### config.mk
export PLATFORM = sky130hd
export DESIGN_NAME = apb_timer_slave
export DESIGN_NICKNAME = d
export VERILOG_FILES = /design/src/rtl/apb_timer_slave.sv
export SDC_FILE = /design/constraint.sdc
export NUM_CORES = 1
export LEC_CHECK = 0
export CAP_MARGIN = 10
export CORE_UTILIZATION = 55
export CTS_CLUSTER_SIZE = 28
export DETAILED_ROUTE_END_ITERATION = 6
export PLACE_DENSITY = 0.82
export SYNTH_ARGS = -nofsm -noshare
export SYNTH_HDL_FRONTEND = slang
export SYNTH_SLANG_ARGS = --single-unit
### constraint.sdc
create_clock -name hclk -period 8.6 [get_ports hclk]
set_clock_uncertainty 0.2 [all_clocks]
set_input_delay 1.72 -clock hclk [delete_from_list [all_inputs] [get_ports hclk]]
set_output_delay 1.72 -clock hclk [all_outputs]
set_load 0.02 [all_outputs]
### src/rtl/apb_timer_slave.sv
// APB timer slave: zero-wait-state register file driving a prescaled down-counter
// with a write-1-to-clear interrupt flag and a registered level irq.
//
//  state  | meaning
//  -------+-----------------------------------------------------------
//  IDLE   | no transfer in flight
//  SETUP  | setup cycle seen; the current cycle is the access phase
//  ACCESS | access phase completed on the previous edge
module apb_timer_slave #(
    parameter int PRESCALE_W = 8
) (
    input  logic        hclk,
    input  logic        hresetn,
    input  logic        psel,
    input  logic        penable,
    input  logic        pwrite,
    input  logic [31:0] paddr,
    input  logic [31:0] pwdata,
    output logic [31:0] prdata,
    output logic        irq
);

    typedef enum logic [1:0] {IDLE, SETUP, ACCESS} state_t;

    state_t                state;
    state_t                state_next;
    logic                  en;
    logic                  reload;
    logic                  ie;
    logic                  if_flag;
    logic [PRESCALE_W-1:0] prescale;
    logic [PRESCALE_W-1:0] psc_cnt;
    logic [31:0]           load;
    logic [31:0]           count;
    logic [31:0]           rd_mux;
    logic                  wr_commit;
    logic                  rd_load;
    logic                  wr_ctrl;
    logic                  wr_load;
    logic                  wr_count;
    logic                  wr_status;
    logic                  tick;
    logic                  if_set;
    logic                  unused_bits;

    always_ff @(posedge hclk or negedge hresetn) begin
        if (!hresetn) state <= IDLE;
        else          state <= state_next;
    end

    always_comb begin
        state_next = state;
        case (state)
            IDLE:    if (psel && !penable) state_next = SETUP;
            SETUP: begin
                if (!psel)         state_next = IDLE;
                else if (penable)  state_next = ACCESS;
            end
            ACCESS:  state_next = (psel && !penable) ? SETUP : IDLE;
            default: state_next = IDLE;
        endcase
    end

    // Writes land only on the SETUP->ACCESS transition; reads sample on entry to SETUP.
    assign wr_commit = (state == SETUP) && psel && penable && pwrite;
    assign rd_load   = (state != SETUP) && psel && !penable && !pwrite;
    assign wr_ctrl   = wr_commit && (paddr[3:2] == 2'd0);
    assign wr_load   = wr_commit && (paddr[3:2] == 2'd1);
    assign wr_count  = wr_commit && (paddr[3:2] == 2'd2);
    assign wr_status = wr_commit && (paddr[3:2] == 2'd3);

    assign tick   = en && (psc_cnt == prescale);
    assign if_set = tick && (count == 32'd1);

    assign unused_bits = ^{paddr[31:4], paddr[1:0], pwdata[31:8+PRESCALE_W], pwdata[7:3]};

    always_comb begin
        rd_mux = '0;
        case (paddr[3:2])
            2'd0: begin
                rd_mux[0]               = en;
                rd_mux[1]               = reload;
                rd_mux[2]               = ie;
                rd_mux[8 +: PRESCALE_W] = prescale;
            end
            2'd1:    rd_mux = load;
            2'd2:    rd_mux = count;
            default: rd_mux[0] = if_flag;
        endcase
    end

    always_ff @(posedge hclk or negedge hresetn) begin
        if (!hresetn)                   psc_cnt <= '0;
        else if (wr_ctrl || !en || tick) psc_cnt <= '0;
        else                            psc_cnt <= psc_cnt + PRESCALE_W'(1);
    end

    always_ff @(posedge hclk or negedge hresetn) begin
        if (!hresetn) begin
            en       <= 1'b0;
            reload   <= 1'b0;
            ie       <= 1'b0;
            prescale <= '0;
        end else if (wr_ctrl) begin
            en       <= pwdata[0];
            reload   <= pwdata[1];
            ie       <= pwdata[2];
            prescale <= pwdata[8 +: PRESCALE_W];
        end else if (tick && (count <= 32'd1) && !reload) begin
            en <= 1'b0;
        end
    end

    always_ff @(posedge hclk or negedge hresetn) begin
        if (!hresetn)     load <= '0;
        else if (wr_load) load <= pwdata;
    end

    // Terminal count saturates at 0: reload or park, never wrap.
    always_ff @(posedge hclk or negedge hresetn) begin
        if (!hresetn) begin
            count <= '0;
        end else if (wr_count) begin
            count <= pwdata;
        end else if (tick) begin
            if (count > 32'd1) count <= count - 32'd1;
            else if (reload)   count <= load;
            else               count <= '0;
        end
    end

    always_ff @(posedge hclk or negedge hresetn) begin
        if (!hresetn)                     if_flag <= 1'b0;
        else if (if_set)                  if_flag <= 1'b1;
        else if (wr_status && pwdata[0])  if_flag <= 1'b0;
    end

    always_ff @(posedge hclk or negedge hresetn) begin
        if (!hresetn) begin
            irq    <= 1'b0;
            prdata <= '0;
        end else begin
            irq <= if_flag & ie;
            if (rd_load) prdata <= rd_mux;
        end
    end

endmodule

==> impl_metrics.env, run 1 <==
export IMPL_power_frac_clock=0.333
export IMPL_synth_nets=731
export IMPL_period_needed_ns=4.00
export IMPL_ys_warn_count=0
export IMPL_clockRootBuffer="clkbuf_16"
export IMPL_worst_slew_pin_slew_ns=1.12
export IMPL_p_total_mw=2.03
export IMPL_dr_pass1_iters=7
export IMPL_dieWidth_um=110
export IMPL_ctsHoldBuffers=0
export IMPL_final_cells=859
export IMPL_place_gp_congestion=0.830
export IMPL_synth_compound_area_frac=0.183
export IMPL_ff2ff_path_depth=6
export IMPL_avgSynthCellArea_um2=9.79
export IMPL_swShare=0.327
export IMPL_required_ns=8.69
export IMPL_cts_buffers=17
export IMPL_initialDrtViolationCount=671
export IMPL_port_buffers=71
export IMPL_dp_cells=826
export IMPL_fin_ws_ns=4.60
export IMPL_cellLeakagePower_nw=3.25
export IMPL_core_region_area_um2=11400
export IMPL_synth_cell_types=59
export IMPL_synth_top_family_by_area="compound AO/OA/AOI/OAI gates"
export IMPL_r2r_end="count[1]$_DFFE_PN0P_"
export IMPL_reg2reg_slack_ns=4.72
export IMPL_maxSlewViolCount=0
export IMPL_worst_ir_drop_vdd_mv=0.133
export IMPL_setup_tns_ns=0
export IMPL_critPathCaptureType="flip-flop"
export IMPL_core_rowCount=39
export IMPL_final_seq_area_um2=2980
export IMPL_ant_nets=0
export IMPL_cp_startpoint="paddr[2]"
export IMPL_num_vias=5690
export IMPL_cp_start_kind="primary input"
export IMPL_grt_pass1_wl_um=28200
export IMPL_p_int_mw=1.36
export IMPL_n_antenna_cell=0
export IMPL_synthCells=654
export IMPL_boundaryPins=102
export IMPL_yosysTopAreaCellShare=0.465
export IMPL_synth_simple_area_share=0.174
export IMPL_r2r_start="count[11]$_DFFE_PN0P_"
export IMPL_cts_setup_buffers=0
export IMPL_start_util=0.563
export IMPL_crit_end="count[25]$_DFFE_PN0P_"
export IMPL_drc=0
export IMPL_critPathMaxFanout=33
export IMPL_p_seq_frac=0.416
export IMPL_pwr_density_cell_nw_per_um2=261
export IMPL_yosysTopAreaCell="dfrtp_1"
export IMPL_area_delta_synth_final_pct=21.3
export IMPL_hold_path_cell_count=2
export IMPL_layout_commonest_cell="dfrtp_1"
export IMPL_pre_cts_slack_ns=4.24
export IMPL_outcome="finished clean"
export IMPL_yosys_area_share_xor_xnor=0.0424
export IMPL_async_flop_share=1.00
export IMPL_ys_flop_type="dfrtp_1"
export IMPL_grt_max_degree=88
export IMPL_synth_edff_count=0
export IMPL_ys_seq_area_frac=0.465
export IMPL_synth_area_leaders="dfrtp_1 (47%), mux2_2 (7.4%), nand2_1 (5.5%)"
export IMPL_final_nets=780
export IMPL_drive_above_1_share=0.130
export IMPL_most_common_layout_cells="dfrtp_1 (119), nand2_1 (93), clkdlybuf4s50_1 (70)"
export IMPL_rsz0062_at_grt="no"
export IMPL_hpwl_um=11300
export IMPL_setup_viol=0
export IMPL_clock_latency_ns=0.41
export IMPL_htree_levels=4
export IMPL_drt_total_wl_um=17700
export IMPL_combinationalPowerShare=0.251
export IMPL_final_period_utilization=0.465
export IMPL_fp_dieH_um=110
export IMPL_synthMuxAreaShare=0.0787
export IMPL_dieArea_um2=12100
export IMPL_drv_cap=0
export IMPL_cts_buffer_depth=2
export IMPL_clock_sinks=119
export IMPL_gr_total_overflow=0
export IMPL_grt_pass1_vias=5421
export IMPL_crit_arrival_ns=4.10
export IMPL_ctsResizeCount=0
export IMPL_max_slew_margin=0.252
export IMPL_via_per_inst=6.62
export IMPL_finalHoldViolCount=0
export IMPL_hold_ws_ns=0.277
export IMPL_p_switching_mw=0.663
export IMPL_grt_total_usage=0.312
export IMPL_path_clk_slew_ns=0.05
export IMPL_fillCellCount=849
export IMPL_multi_input_area_um2=3180
export IMPL_crit_type="primary input to flip-flop"
export IMPL_synthesis_area_um2=6400
export IMPL_drt_wirelength_per_cell_um=20.6
export IMPL_ys_seq_elements=119
export IMPL_antenna_found_initial=0
export IMPL_fmax_mhz=250
export IMPL_cts_tree="yes"
export IMPL_min_path_type="flip-flop to flip-flop"
export IMPL_synthAdderAreaFrac=0.0156
routing by layer:
metal	global-route usage	routed length, µm	up-vias
met5	0	0	-
met4	0.142	496	0
met1	0.410	7160	2781
li1	-	-	2521
met2	0.476	8310	331
met3	0.0913	1730	57
worst min-delay path by stage:
| stage | startpoint | endpoint | slack, ns |
|---|---|---|---|
| floorplan | state[1]$_DFFE_PN0P_ | state[0]$_DFFE_PN0P_ | 0.25 |
| global placement | prdata[5]$_DFFE_PN0P_ | prdata[5]$_DFFE_PN0P_ | 0.26 |
| detailed placement | prdata[7]$_DFFE_PN0P_ | prdata[7]$_DFFE_PN0P_ | 0.27 |
| CTS | prdata[7]$_DFFE_PN0P_ | prdata[7]$_DFFE_PN0P_ | 0.28 |
| global route | state[0]$_DFFE_PN0P_ | state[0]$_DFFE_PN0P_ | 0.31 |
| finish | prdata[30]$_DFFE_PN0P_ | prdata[30]$_DFFE_PN0P_ | 0.28 |
flip-flops by register name (all words and copies together), names as in the netlist, 2 cells and up:
signal	flops
load	32
prdata	32
count	32
prescale	8
psc_cnt	8
state	2
worst max-delay path, cell delays in order:
cell             delay (ns)
clkdlybuf4s50_1        0.50
inv_1                  0.13
ha_1                   0.18
inv_1                  0.11
o311ai_0               0.47
nor3_2                 0.08
buf_4                  0.27
and2_1                 0.26
a221o_1                0.38
power groups by stage:
stage | Combinational, mW | Sequential (mW) | Clock, mW
final | 0.509 | 0.843 | 0.674
after global routing | 0.557 | 0.860 | 0.708
after CTS | 0.502 | 0.836 | 0.681
after detailed placement | 0.491 | 0.843 | 0
after global placement | 0.470 | 0.832 | 0
after floorplan | 0.359 | 0.801 | 0
cell type report:
class	instances	share of cell area
clock inverter	8	0.00902
timing repair buffer	83	0.105
clock buffer	24	0.0646
tap	143	0.0230
inverter	11	0.00531
multi-input combinational	471	0.409
sequential	119	0.383
through the flow:
step	util	cell area, µm²
3_3_place_gp	0.631	7170
5_1_grt	0.683	7770
6_report	0.683	7770
3_5_place_dp	0.631	7170
4_1_cts	0.681	7740
2_1_floorplan	-	6400
kinds of logic (layout without fill, tap and decap cells):
logic type	Yosys count	after routing
AO/OA/AOI/OAI	156	156
XOR/XNOR	31	31
adder cells (fa/ha/maj)	8	8
buffers and inverters	64	126
flip-flops	119	119
multiplexers	45	45
AND/OR/NAND/NOR	231	231
cell usage after synthesis, types with 3 or more instances:
cell	count
and3_1	4
nand2_1	93
inv_1	11
o21a_1	4
nor3_1	17
nor4_1	17
dfrtp_1	119
nand2b_1	3
a2bb2oi_1	9
o2bb2ai_1	11
a31oi_1	11
ha_1	8
o211ai_1	8
and2_1	3
or3_1	5
a222oi_1	11
xor2_1	13
buf_1	3
buf_2	4
o21ai_0	41
o31ai_1	11
mux2_2	42
o31a_1	6
nand4_1	7
nand3_1	39
clkbuf_1	41
xnor2_1	18
nor2_1	29
a221o_1	5
a22o_1	20
or4_1	3
(Power assumes the default switching activity.)
==> run 2: changes to the inputs <==
--- a/config.mk
+++ b/config.mk
@@ -6,10 +6,10 @@
 export NUM_CORES = 1
 export LEC_CHECK = 0
 export CAP_MARGIN = 10
-export CORE_UTILIZATION = 55
+export CORE_UTILIZATION = 54
 export CTS_CLUSTER_SIZE = 28
 export DETAILED_ROUTE_END_ITERATION = 6
-export PLACE_DENSITY = 0.82
+export PLACE_DENSITY = 0.8
 export SYNTH_ARGS = -nofsm -noshare
 export SYNTH_HDL_FRONTEND = slang
 export SYNTH_SLANG_ARGS = --single-unit
==> constraint.sdc (replaced) <==
create_clock -name hclk -period 3.8 [get_ports hclk]
set_clock_uncertainty 0.2 [all_clocks]
set_input_delay 0.76 -clock hclk [delete_from_list [all_inputs] [get_ports hclk]]
set_output_delay 0.76 -clock hclk [all_outputs]
set_load 0.02 [all_outputs]
==> impl_metrics.env, run 2 (synthesis results as in run 1) <==
export IMPL_outcome="finished, violations left"
export IMPL_violations="design-rule violations"
export IMPL_grt_pass1_vias=5569
export IMPL_setup_viol=0
export IMPL_port_buffers=71
export IMPL_reg2reg_slack_ns=0.39
export IMPL_power_frac_clock=0.349
export IMPL_top_regs="count (32), load (32), prdata (32)"
export IMPL_crit_chain="inv_1 -> ha_1 -> or3b_1 -> or4_1 -> or4b_4 -> a2111oi_2 -> a211o_1"
export IMPL_boundaryPins=102
export IMPL_ctsResizeCount=0
export IMPL_start_util=0.558
export IMPL_max_slew_margin=0.376
export IMPL_critPathCaptureType="flip-flop"
export IMPL_swShare=0.317
export IMPL_core_rowCount=39
export IMPL_period_needed_ns=3.41
export IMPL_required_ns=3.95
export IMPL_min_path_type="primary input to async pin"
export IMPL_grt_total_usage=0.296
export IMPL_dieWidth_um=111
export IMPL_combinationalPowerShare=0.250
export IMPL_num_vias=5654
export IMPL_fillCellCount=848
export IMPL_slowest_delay_ns=0.64
export IMPL_r2r_end="count[14]$_DFFE_PN0P_"
export IMPL_final_nets=788
export IMPL_p_total_mw=4.71
export IMPL_layout_commonest_cell="dfrtp_1"
export IMPL_ant_nets=0
export IMPL_ff2ff_path_depth=7
export IMPL_finalHoldViolCount=0
export IMPL_gr_total_overflow=0
export IMPL_place_gp_congestion=0.893
export IMPL_cts_buffers=17
export IMPL_drv_cap=0
export IMPL_fin_ws_ns=0.392
export IMPL_initialDrtViolationCount=700
export IMPL_most_common_layout_cells="dfrtp_1 (119), nand2_1 (93), clkdlybuf4s50_1 (70)"
export IMPL_htree_levels=4
export IMPL_cts_setup_buffers=0
export IMPL_drc=1
export IMPL_grt_pass1_wl_um=28700
export IMPL_drt_total_wl_um=17400
export IMPL_p_int_mw=3.22
export IMPL_fmax_mhz=293
export IMPL_critPathMaxFanout=9
export IMPL_area_delta_synth_final_pct=23.0
export IMPL_via_per_inst=6.53
export IMPL_worst_ir_drop_vdd_mv=0.291
export IMPL_cts_buffer_depth=2
export IMPL_setup_tns_ns=0
export IMPL_cellLeakagePower_nw=3.32
export IMPL_maxSlewViolCount=0
export IMPL_clockRootBuffer="clkbuf_16"
export IMPL_core_region_area_um2=11500
export IMPL_pwr_density_cell_nw_per_um2=598
export IMPL_final_period_utilization=0.897
export IMPL_clock_sinks=119
export IMPL_crit_arrival_ns=3.56
export IMPL_grt_max_degree=71
export IMPL_pre_cts_slack_ns=0.457
export IMPL_p_switching_mw=1.49
export IMPL_antenna_found_initial=0
export IMPL_drt_wirelength_per_cell_um=20.1
export IMPL_path_clk_slew_ns=0.05
export IMPL_fp_dieH_um=111
export IMPL_n_antenna_cell=0
export IMPL_dr_pass1_iters=7
export IMPL_clock_latency_ns=0.42
export IMPL_critPathSlowestCell="or4_1"
export IMPL_cp_start_kind="flip-flop"
export IMPL_drive_above_1_share=0.140
export IMPL_r2r_start="count[0]$_DFFE_PN0P_"
export IMPL_dieArea_um2=12300
export IMPL_p_seq_frac=0.402
export IMPL_worst_slew_pin_slew_ns=0.936
export IMPL_rsz0062_at_grt="no"
export IMPL_hpwl_um=11500
export IMPL_crit_type="flip-flop to flip-flop"
export IMPL_cts_tree="yes"
export IMPL_ctsHoldBuffers=0
## run 2: cell count changes in the layout (fill, tap and decap cells not counted), sizes merged
| cell | delta |
|---|---|
| buf | +8 |
| bufinv | +2 |
| clkbuf | -2 |
| clkinvlp | -1 |
## run 2: worst max-delay path by stage
stage	from	endpoint	slack (ns)	cells past startpoint
2_1_floorplan	count[0]$_DFFE_PN0P_	count[14]$_DFFE_PN0P_	0.85	9
3_3_place_gp	count[0]$_DFFE_PN0P_	count[14]$_DFFE_PN0P_	0.55	7
3_5_place_dp	count[0]$_DFFE_PN0P_	count[14]$_DFFE_PN0P_	0.46	7
4_1_cts	count[0]$_DFFE_PN0P_	count[14]$_DFFE_PN0P_	0.45	7
5_1_grt	count[0]$_DFFE_PN0P_	count[14]$_DFFE_PN0P_	0.30	7
6_report	count[0]$_DFFE_PN0P_	count[14]$_DFFE_PN0P_	0.39	7
## run 2: layer usage
layer / share of wire / track usage / vias to the layer above
met3: 0.097 / 0.0656 / 44
met1: 0.42 / 0.410 / 2730
li1: - / - / 2543
met4: 0.024 / 0.136 / 0
met2: 0.46 / 0.446 / 337
met5: 0 / 0 / -
## run 2: cell type report
class | instances | area (µm²) | share of cell area
Clock buffer | 22 | 484 | 0.0615
Clock inverter | 9 | 123 | 0.0156
Inverter | 11 | 41.3 | 0.00524
Multi-Input combinational cell | 471 | 3180 | 0.404
Sequential cell | 119 | 2980 | 0.378
Tap cell | 143 | 179 | 0.0227
Timing Repair Buffer | 91 | 891 | 0.113
## run 2: through the flow
| stage | util | instances | hold WS (ns) | cell area, µm² |
|---|---|---|---|---|
| after floorplan | - | 654 | 0.250 | 6400 |
| after global placement | 0.632 | 834 | 0.263 | 7240 |
| after detailed placement | 0.632 | 834 | 0.269 | 7240 |
| after CTS | 0.684 | 865 | 0.199 | 7850 |
| after global routing | 0.687 | 866 | 0.224 | 7880 |
| final | 0.687 | 866 | 0.177 | 7880 |
## run 2: power by group through the flow
stage | clock, mW | sequential [mW] | combinational (mW)
2_1_floorplan | 0 | 1.81 | 0.812
3_3_place_gp | 0 | 1.88 | 1.10
3_5_place_dp | 0 | 1.90 | 1.14
4_1_cts | 1.66 | 1.88 | 1.16
5_1_grt | 1.71 | 1.94 | 1.28
6_report | 1.64 | 1.89 | 1.17
## run 2: critical path: cells and delay by family, from the launching register on
family                   cells  cell delay, ns
AND/OR/NAND/NOR              3            1.76
AO/OA/AOI/OAI                2            0.61
flip-flops                   1            0.46
adder cells (fa/ha/maj)      1            0.22
buffers and inverters        1            0.09
